**config.mk**
```make
export PLATFORM = sky130hd
export DESIGN_NAME = conv_encoder
export DESIGN_NICKNAME = d
export VERILOG_FILES = /design/src/rtl/viterbi_pkg.sv /design/src/rtl/stream_reg.sv /design/src/rtl/conv_encoder.sv
export SDC_FILE = /design/constraint.sdc
export NUM_CORES = 1
export LEC_CHECK = 0
export CELL_PAD_IN_SITES_DETAIL_PLACEMENT = 1
export CELL_PAD_IN_SITES_GLOBAL_PLACEMENT = 1
export CORE_AREA = 2 2 39 41
export CTS_CLUSTER_SIZE = 16
export DETAILED_ROUTE_END_ITERATION = 8
export DIE_AREA = 0 0 41 43
export PLACE_DENSITY = 0.69
export SLEW_MARGIN = 20
export SYNTH_ARGS = -nofsm -noshare
export SYNTH_HDL_FRONTEND = slang
export SYNTH_SLANG_ARGS = --single-unit
```
**constraint.sdc**
```tcl
create_clock -name clk -period 1 [get_ports clk]
set_input_delay 0.1 -clock clk [delete_from_list [all_inputs] [get_ports clk]]
set_output_delay 0.1 -clock clk [all_outputs]
set_load 0.05 [all_outputs]
```
**src/rtl/viterbi_pkg.sv**
```systemverilog
// Shared convolutional-code definitions: default code parameters, encoder FSM
// states and a parity helper used by the encoder and the decoder blocks.
package viterbi_pkg;

  localparam int K_DEF = 3;
  localparam int M_DEF = K_DEF - 1;
  localparam logic [K_DEF-1:0] G0_DEF = 3'b111;
  localparam logic [K_DEF-1:0] G1_DEF = 3'b101;

  // Widest tap window the parity helper accepts; callers zero-extend.
  localparam int PAR_W = 16;

  typedef enum logic [1:0] {
    ST_IDLE = 2'd0,
    ST_DATA = 2'd1,
    ST_TAIL = 2'd2
  } enc_fsm_e;

  function automatic logic parity(input logic [PAR_W-1:0] v);
    return ^v;
  endfunction

endpackage

```
**src/rtl/stream_reg.sv**
```systemverilog
// Single-entry valid/ready output register: loads when empty or when the
// downstream consumes, and holds its data stable while stalled.
module stream_reg #(
  parameter int DATA_W = 3
) (
  input  logic              clk_i,
  input  logic              rst_i,
  input  logic              valid_i,
  output logic              ready_o,
  input  logic [DATA_W-1:0] data_i,
  output logic              valid_o,
  input  logic              ready_i,
  output logic [DATA_W-1:0] data_o
);

  logic              valid_q;
  logic [DATA_W-1:0] data_q;

  assign ready_o = !valid_q || ready_i;
  assign valid_o = valid_q;
  assign data_o  = data_q;

  always_ff @(posedge clk_i) begin
    if (rst_i) begin
      valid_q <= 1'b0;
      data_q  <= '0;
    end else if (ready_o) begin
      valid_q <= valid_i;
      if (valid_i) data_q <= data_i;
    end
  end

endmodule

```
**src/rtl/conv_encoder.sv**
```systemverilog
// Rate-1/2 feed-forward convolutional encoder with a registered valid/ready
// output. Define CONV_ENCODER_TAIL_EN to append M zero tail bits per frame.
module conv_encoder
  import viterbi_pkg::*;
#(
  parameter int             K  = K_DEF,
  parameter logic [K-1:0]   G0 = K'(G0_DEF),
  parameter logic [K-1:0]   G1 = K'(G1_DEF)
) (
  input  logic         clk,
  input  logic         rst,
  input  logic         in_valid,
  output logic         in_ready,
  input  logic         in_bit,
  input  logic         in_last,
  output logic         out_valid,
  input  logic         out_ready,
  output logic [1:0]   out_sym,
  output logic         out_last,
  output logic [K-2:0] enc_state
);

  localparam int M = K - 1;

  enc_fsm_e     state_q;
  logic [M-1:0] shreg_q, shreg_d;
  logic         load_ok, accept, produce, bit_enc, sym_last;
  logic [K-1:0] win;
  logic [2:0]   sr_data, sr_out;

  assign in_ready = !rst && load_ok && (state_q != ST_TAIL);
  assign accept   = in_valid && in_ready;

`ifdef CONV_ENCODER_TAIL_EN
  localparam int CNT_W = (M > 1) ? $clog2(M) : 1;
  logic [CNT_W-1:0] tail_cnt_q;
  logic             tail_step, tail_done;

  // Tail bits are zeros, one per output-register load, no upstream handshake.
  assign tail_step = !rst && load_ok && (state_q == ST_TAIL);
  assign tail_done = tail_step && (tail_cnt_q == CNT_W'(M - 1));
  assign produce   = accept || tail_step;
  assign bit_enc   = tail_step ? 1'b0 : in_bit;
  assign sym_last  = tail_done;
`else
  assign produce   = accept;
  assign bit_enc   = in_bit;
  assign sym_last  = accept && in_last;
`endif

  assign win     = {bit_enc, shreg_q};
  assign sr_data = {parity(PAR_W'(win & G0)), parity(PAR_W'(win & G1)), sym_last};

  always_comb begin
    shreg_d = shreg_q;
    // New bit enters at the MSB; the window shifted right by one is the next state.
    if (produce) shreg_d = M'({bit_enc, shreg_q} >> 1);
`ifndef CONV_ENCODER_TAIL_EN
    if (accept && in_last) shreg_d = '0;
`endif
  end

  always_ff @(posedge clk) begin
    if (rst) begin
      state_q    <= ST_IDLE;
      shreg_q    <= '0;
`ifdef CONV_ENCODER_TAIL_EN
      tail_cnt_q <= '0;
`endif
    end else begin
      shreg_q <= shreg_d;
      case (state_q)
        ST_IDLE, ST_DATA: begin
          if (accept) begin
`ifdef CONV_ENCODER_TAIL_EN
            state_q <= in_last ? ST_TAIL : ST_DATA;
`else
            state_q <= in_last ? ST_IDLE : ST_DATA;
`endif
          end
        end
`ifdef CONV_ENCODER_TAIL_EN
        ST_TAIL: begin
          if (tail_done) begin
            state_q    <= ST_IDLE;
            tail_cnt_q <= '0;
          end else if (tail_step) begin
            tail_cnt_q <= tail_cnt_q + CNT_W'(1);
          end
        end
`endif
        default: state_q <= ST_IDLE;
      endcase
    end
  end

  stream_reg #(.DATA_W(3)) u_out_reg (
    .clk_i   (clk),
    .rst_i   (rst),
    .valid_i (produce),
    .ready_o (load_ok),
    .data_i  (sr_data),
    .valid_o (out_valid),
    .ready_i (out_ready),
    .data_o  (sr_out)
  );

  assign out_sym   = sr_out[2:1];
  assign out_last  = sr_out[0];
  assign enc_state = shreg_q;

endmodule

```
Word level (Yosys, flattened, before mapping) --
Index checks and enable logic that the tools add are counted. Widths: inputs -> output; s select.
Storage, ports and cells: memory bits (read-only) 0, register bits after elaboration 8, memory bits (writable) 0, bits in latches 0, memories 0, word-level logic and storage cells 22
Operators by class: add/subtract/negate cells 0, mux-type cells 1, equal/unequal tests 2, shift operators 0, divide/modulo/power cells 0, bitwise operators 1, multiply operators 0, reductions and logical operators 14, magnitude comparators 0
Operator list (number):
- $reduce_xor 16->1 | 2
- $reduce_or 2->1 | 3
- $logic_and 1x1->1 | 4
- $eq 2x1->1 const B | 1
- $logic_not 1->1 | 2
- $logic_not 2->1 | 1
- $ne 2x2->1 const B | 1
- $reduce_and 2->1 | 1
- $logic_or 1x1->1 | 1
- $mux 1 | 1
- $not 1->1 | 1

Longest topological paths before layout --
Gate-level depths: netlist of run 1.
depth in word-level cells 7, mapped depth 4, mapped depth without buffers 3

Modules after synthesis --
A second synthesis of run 1 with hierarchy kept.
Unflattened totals: cells, all modules 30, area, all modules 300.3 um^2
Modules (own cells, without submodules):
- stream_reg | area an instance 173.9 um^2, times used 1, cells an instance 17
- conv_encoder | area an instance 126.4 um^2, times used 1, cells an instance 13

Worst setup path before layout of run 1 --
Ideal clock, no wire load.
path kind reg-to-output, start reg u_out_reg.valid_q (netlist: u_out_reg.valid_o), end out in_ready, cell stages (with the launch flop) 4, slack -0.567 ns, arrival 1.467 ns, required time 0.900 ns, cell sequence dfxtp_1 > nor2b_1 > buf_2 > nor2_1
On the way: cells in the longest elaborated chain, start to end 4
RTL lines:
- start: declaration | line stream_reg.sv:16 | logic valid_q;
- start signal: assignment | line stream_reg.sv:28 | valid_q <= valid_i;
- $logic_not 1->1 | line stream_reg.sv:19 | assign ready_o = !valid_q || ready_i;
- $logic_or 1x1->1 | line stream_reg.sv:19
- $logic_and 1x1->1 (2 in series) | line conv_encoder.sv:31 | assign in_ready = !rst && load_ok && (state_q != ST_TAIL);
- end: declaration | line conv_encoder.sv:13 | output logic in_ready,
No other way between the ends.

Final worst setup path of run 1 --
Same ends and word-level chain as after synthesis.

==> results.ini, run 1 <==
[sta]
rsz0062_at_grt=true
clock_skew_ns=0.00570
timing.fmax_mhz=954
fin_ws_ns=-0.0487
setup_viol_count_final=1
tightest_slew_ns=0.201
final_max_slew_viol_count=0
hold_violations=0
slew_headroom=0.866
hold-worst-slack_ns=0.397
period_needed_ns=1.05
post-route-period-util=1.05

[power]
p_per_area_nw_per_um2=1200
power_mw=0.697
leakage_nw=0.221
worst_ir_drop_vdd_uv=553

[logic_synthesis]
syn_nets=38
netlist_area_um2=285
ys_types=16
synth_mux_area_frac=0
synth_top_family_by_area=simple AND/OR/NAND/NOR gates
synth_area_per_cell_um2=8.91
ys_ff_latch=6
synth_seq_area_share=0.421
synth-xor-area-share=0.0614
synthSimpleGateAreaFrac=0.298
synthAdderAreaFrac=0
syn_inst=32
synth_compound_area_frac=0.184
yosysWarningCount=0

[flow_run]
drv_cap=0

[setup_path]
rr_worst_depth=4
worstPathRequired_ns=0.90
path_class=reg -> out
r2r_setup_slack_ns=0.01
reg2reg_to=u_out_reg.data_o[0]$_SDFFE_PP0P_
crit_fanout=2
reg2reg_from=u_out_reg.valid_o$_SDFFE_PP0P_
end_kind=output port
crit_arrival_ns=0.95
cp-start-kind=register

[drt]
vias_per_cell=4.47
first_iter_violations=3
drc=0
wl_um=784
drtPass1Iterations=4
num_vias=295
routedWlPerCell_um=11.9
antenna_left=0

[clock_network]
cts_buffers=3
clockBufferDepth=2
insertion_delay_ns=0.24
cts-htree-levels=1
clkTransAtPathRegs_ns=0.05
clock-sinks=6
root_buffer=clkbuf_4
cts_tree=built

[min_path]
worstHoldStart=rst
worstHoldPathCells=3
hold_path_class=in -> reg
min_to=u_out_reg.valid_o$_SDFFE_PP0P_

[place]
numPortBuffers=12
place_ws_ns=-0.481
place_hpwl_um=588
dp.cells=62
routabilityCongestion=0.799

[finish]
syn_to_final_growth_pct=103
num-fill-cells=157
finalNonFillerCells=66
fin_nets=58
layout_common_cells=buf_12 (6), buf_4 (5), a21oi_1 (4), clkdlybuf4s50_1 (4)
antenna_cells=0
layout_commonest_cell=buf_12
drive_above_1_share=0.520

[global_route]
grt_max_degree=8
grt_pass1_wl_um=1280
grt_use_total=0.115
antenna_found_initial=0
grt_overflow_total=0
first_global_vias=313

[floorplan]
core_area_um2=1380
die_height_um=43
dieArea_um2=1760
start_util=0.206
die_w_um=41
rows=14
io_pins=13

[status]
outcome=complete, but fails checks
failed_checks=setup timing

metrics by stage:
step                      instance area, um2  setup TNS (ns)   util
after floorplan                          304          -0.104      -
after global placement                   519           -2.64  0.375
after detailed placement                 519           -2.92  0.375
after CTS                                559         -0.0661  0.404
after global routing                     579          -0.237  0.419
final                                    579         -0.0487  0.419
critical path: stages (launching register included):
cell     delay [ns]
dfxtp_4        0.33
nor2b_4        0.13
nor2_4         0.09
buf_8          0.15
metal layers:
| metal | wire [um] | GRT usage | vias to the layer above | share of wire |
|---|---|---|---|---|
| met5 | 0 | 0 | - | 0 |
| met4 | 8 | 0.0800 | 0 | 0.010 |
| met3 | 51 | 0.0524 | 2 | 0.065 |
| met2 | 415 | 0.166 | 8 | 0.53 |
| met1 | 308 | 0.126 | 139 | 0.39 |
| li1 | - | - | 146 | - |
repair_timing:
action	CTS	global route
hold buffers	0	0
hold endpoints to repair	0	0
buffers inserted	1	0
resized for setup	5	5
setup endpoints to repair	7	6
report_power, final:
group	switching (mW)	internal [mW]
Sequential	0.0117	0.249
Clock	0.0899	0.136
Combinational	0.104	0.106
Total	0.206	0.491
flip-flops by register name, indices dropped and copies added (netlist names):
signal	flops
u_out_reg.data_o	3
enc_state	2
u_out_reg.valid_o	1
cells in the mapped netlist, drive strengths merged:
cell | n | area, um2
a21oi | 4 | 20.0
buf | 2 | 10.0
dfxtp | 6 | 120
nand2b | 2 | 20.0
nand3 | 1 | 5.00
nand4b | 2 | 17.5
nor2 | 3 | 11.3
nor2b | 3 | 21.3
nor3 | 2 | 10.0
o21ai | 4 | 20.0
o31ai | 1 | 12.5
xnor2 | 1 | 8.76
xor2 | 1 | 8.76
logic make-up (layout without fill, tap and decap cells):
group | after synthesis | count (layout)
and+or+nand+nor | 13 | 13
DFF | 6 | 6
xor gates and xnor gates | 2 | 2
buffers and inverters | 2 | 20
AOI/OAI and AO/OA | 9 | 9
worst max-delay path by stage:
stage                                    from                        end  slack [ns]  depth (start not counted)
5_1_grt        u_out_reg.valid_o$_SDFFE_PP0P_                   in_ready       -0.08                          3
6_report       u_out_reg.valid_o$_SDFFE_PP0P_                   in_ready       -0.05                          3
4_1_cts        u_out_reg.valid_o$_SDFFE_PP0P_                   in_ready       -0.07                          3
2_1_floorplan  u_out_reg.valid_o$_SDFFE_PP0P_                   in_ready       -0.04                          3
3_5_place_dp                        out_ready  enc_state[1]$_SDFFE_PP0N_       -0.48                          4
3_3_place_gp                        out_ready  enc_state[1]$_SDFFE_PP0N_       -0.46                          4
area by class of cell:
class                           instances  area [um2]  area share
Timing Repair Buffer                   17         221       0.382
Multi-Input combinational cell         24         186       0.322
Sequential cell                         6         129       0.222
Clock buffer                            3        22.5      0.0389
Tap cell                               16        20.0      0.0346
Power figures use the tool's default switching activity.
==> inputs of run 2 (changes only) <==
==> constraint.sdc (replaced) <==
create_clock -name clk -period 1.25 [get_ports clk]
set_input_delay 0.125 -clock clk [delete_from_list [all_inputs] [get_ports clk]]
set_output_delay 0.125 -clock clk [all_outputs]
set_load 0.05 [all_outputs]
==> run 2 against run 1 <==
  * The run now ends clean
  * Worst setup slack better by 0.11 ns
  * Combinational power down 25%
  * Clock power down 20%
  * Non-clock buffer count down 2
  * Sequential share of layout area up 0.47 points
  * Highest routed layer is now met3
  * Design area down 7.8%
  * Global-route usage down 0.93 points
  * Total power down 21%
  * Utilization down 3.3 points
  * Critical path depth up 1
==> results.ini, run 2 (same netlist as run 1, synthesis figures left out) <==
[finish]
layout_common_cells=buf_12 (6), dfxtp_1 (5), clkdlybuf4s50_1 (5)
stdcell_area_um2=534
largest_register_ffs=3
fin_nets=56
antenna_cells=0
drive_above_1_share=0.396
syn_to_final_growth_pct=87.3
layout_commonest_cell=buf_12
finalNonFillerCells=64

[floorplan]
rows=14
io_pins=13
die_w_um=41
start_util=0.206
core_area_um2=1380
die_height_um=43
dieArea_um2=1760

[drt]
wl_um=726
first_iter_violations=1
drtPass1Iterations=2
routedWlPerCell_um=11.3
num_vias=292
antenna_left=0
vias_per_cell=4.56
drc=0

[clock_network]
root_buffer=clkbuf_4
clkTransAtPathRegs_ns=0.05
postCtsSetupBuffers=0
cts_tree=built
cts_buffers=3
cts-htree-levels=1
clock-sinks=6
insertion_delay_ns=0.24
clockBufferDepth=2

[global_route]
antenna_found_initial=0
grt_pass1_wl_um=1170
grt_max_degree=9
grt_use_total=0.105
first_global_vias=288
grt_overflow_total=0

[sta]
clock_skew_ns=0.00343
hold_violations=0
setup_viol_count_final=0
tightest_slew_ns=0.254
rsz0062_at_grt=false
slew_headroom=0.830
timing.fmax_mhz=839
period_needed_ns=1.19
post-route-period-util=0.954
final_max_slew_viol_count=0

[setup_path]
crit_arrival_ns=1.07
slowest_stage=clkdlybuf4s50_1
worstPathRequired_ns=1.12
rr_worst_depth=3
cpPeakStageDelay_ns=0.46
end_kind=output port
cp-start-kind=input pin
path_class=in -> out
crit_fanout=8
path_cells=clkdlybuf4s50_1 -> nor2b_4 -> nor2_4 -> buf_4
r2r_setup_slack_ns=0.23

[place]
routabilityCongestion=0.724
post_dp_cell_area_um2=504
dp.cells=61
place_hpwl_um=575
numPortBuffers=12

[status]
outcome=finished, final reports clean

[power]
worst_ir_drop_vdd_uv=454
leakage_nw=0.204
p_per_area_nw_per_um2=1030
power_mw=0.548

[min_path]
worstHoldPathCells=3
hold_path_class=in -> reg

[flow_run]
drv_cap=0

[run 2: where the power goes]
part | leakage, nW | switching, mW | internal (mW)
sequential | 0.0494 | 0.00902 | 0.202
combinational | 0.141 | 0.0785 | 0.0781
clock | 0.0138 | 0.0713 | 0.109
total | 0.204 | 0.159 | 0.389
[run 2: metrics by stage]
stage               setup TNS (ns)  hold slack, ns  worst slack [ns]   util
detailed placement           -1.54           0.509            -0.280  0.364
global placement             -1.43           0.507            -0.263  0.364
floorplan                        0           0.246            0.0249      -
global route                     0           0.495           0.00175  0.386
finish                           0           0.503            0.0578  0.386
CTS                              0           0.491            0.0440  0.386
[run 2: final cells by class]
type                       count  area (um2)
sequential                     6         121
fill                         158         850
clock buffer                   3        22.5
multi-input combinational     24         170
tap                           16        20.0
timing repair buffer          15         200
[run 2: path summary, 6_finish.rpt]
check	start	endpoint
min	in_last	u_out_reg.data_o[0]$_SDFFE_PP0P_
max	out_ready	in_ready
max reg2reg	enc_state[0]$_SDFFE_PP0N_	u_out_reg.data_o[2]$_SDFFE_PP0P_
min reg2reg	u_out_reg.data_o[0]$_SDFFE_PP0P_	u_out_reg.data_o[0]$_SDFFE_PP0P_
[run 2: worst max-delay path: cells and delay by family]
| family | cells | cell delay, ns |
|---|---|---|
| simple gates | 2 | 0.30 |
| buf+inv | 2 | 0.64 |
[run 2: per-layer routing]
layer,vias to the layer above,GRT usage,routed length (um)
met5,-,0,0
met2,9,0.150,380
met1,137,0.122,301
li1,146,-,-
met3,0,0.0524,44
met4,0,0.0600,0
[run 2: repair_timing]
item	4_1_cts	5_1_grt
endpoints found under the hold margin	0	0
endpoints found under the setup margin	4	0
resized for setup	2	0
hold buffers	0	0
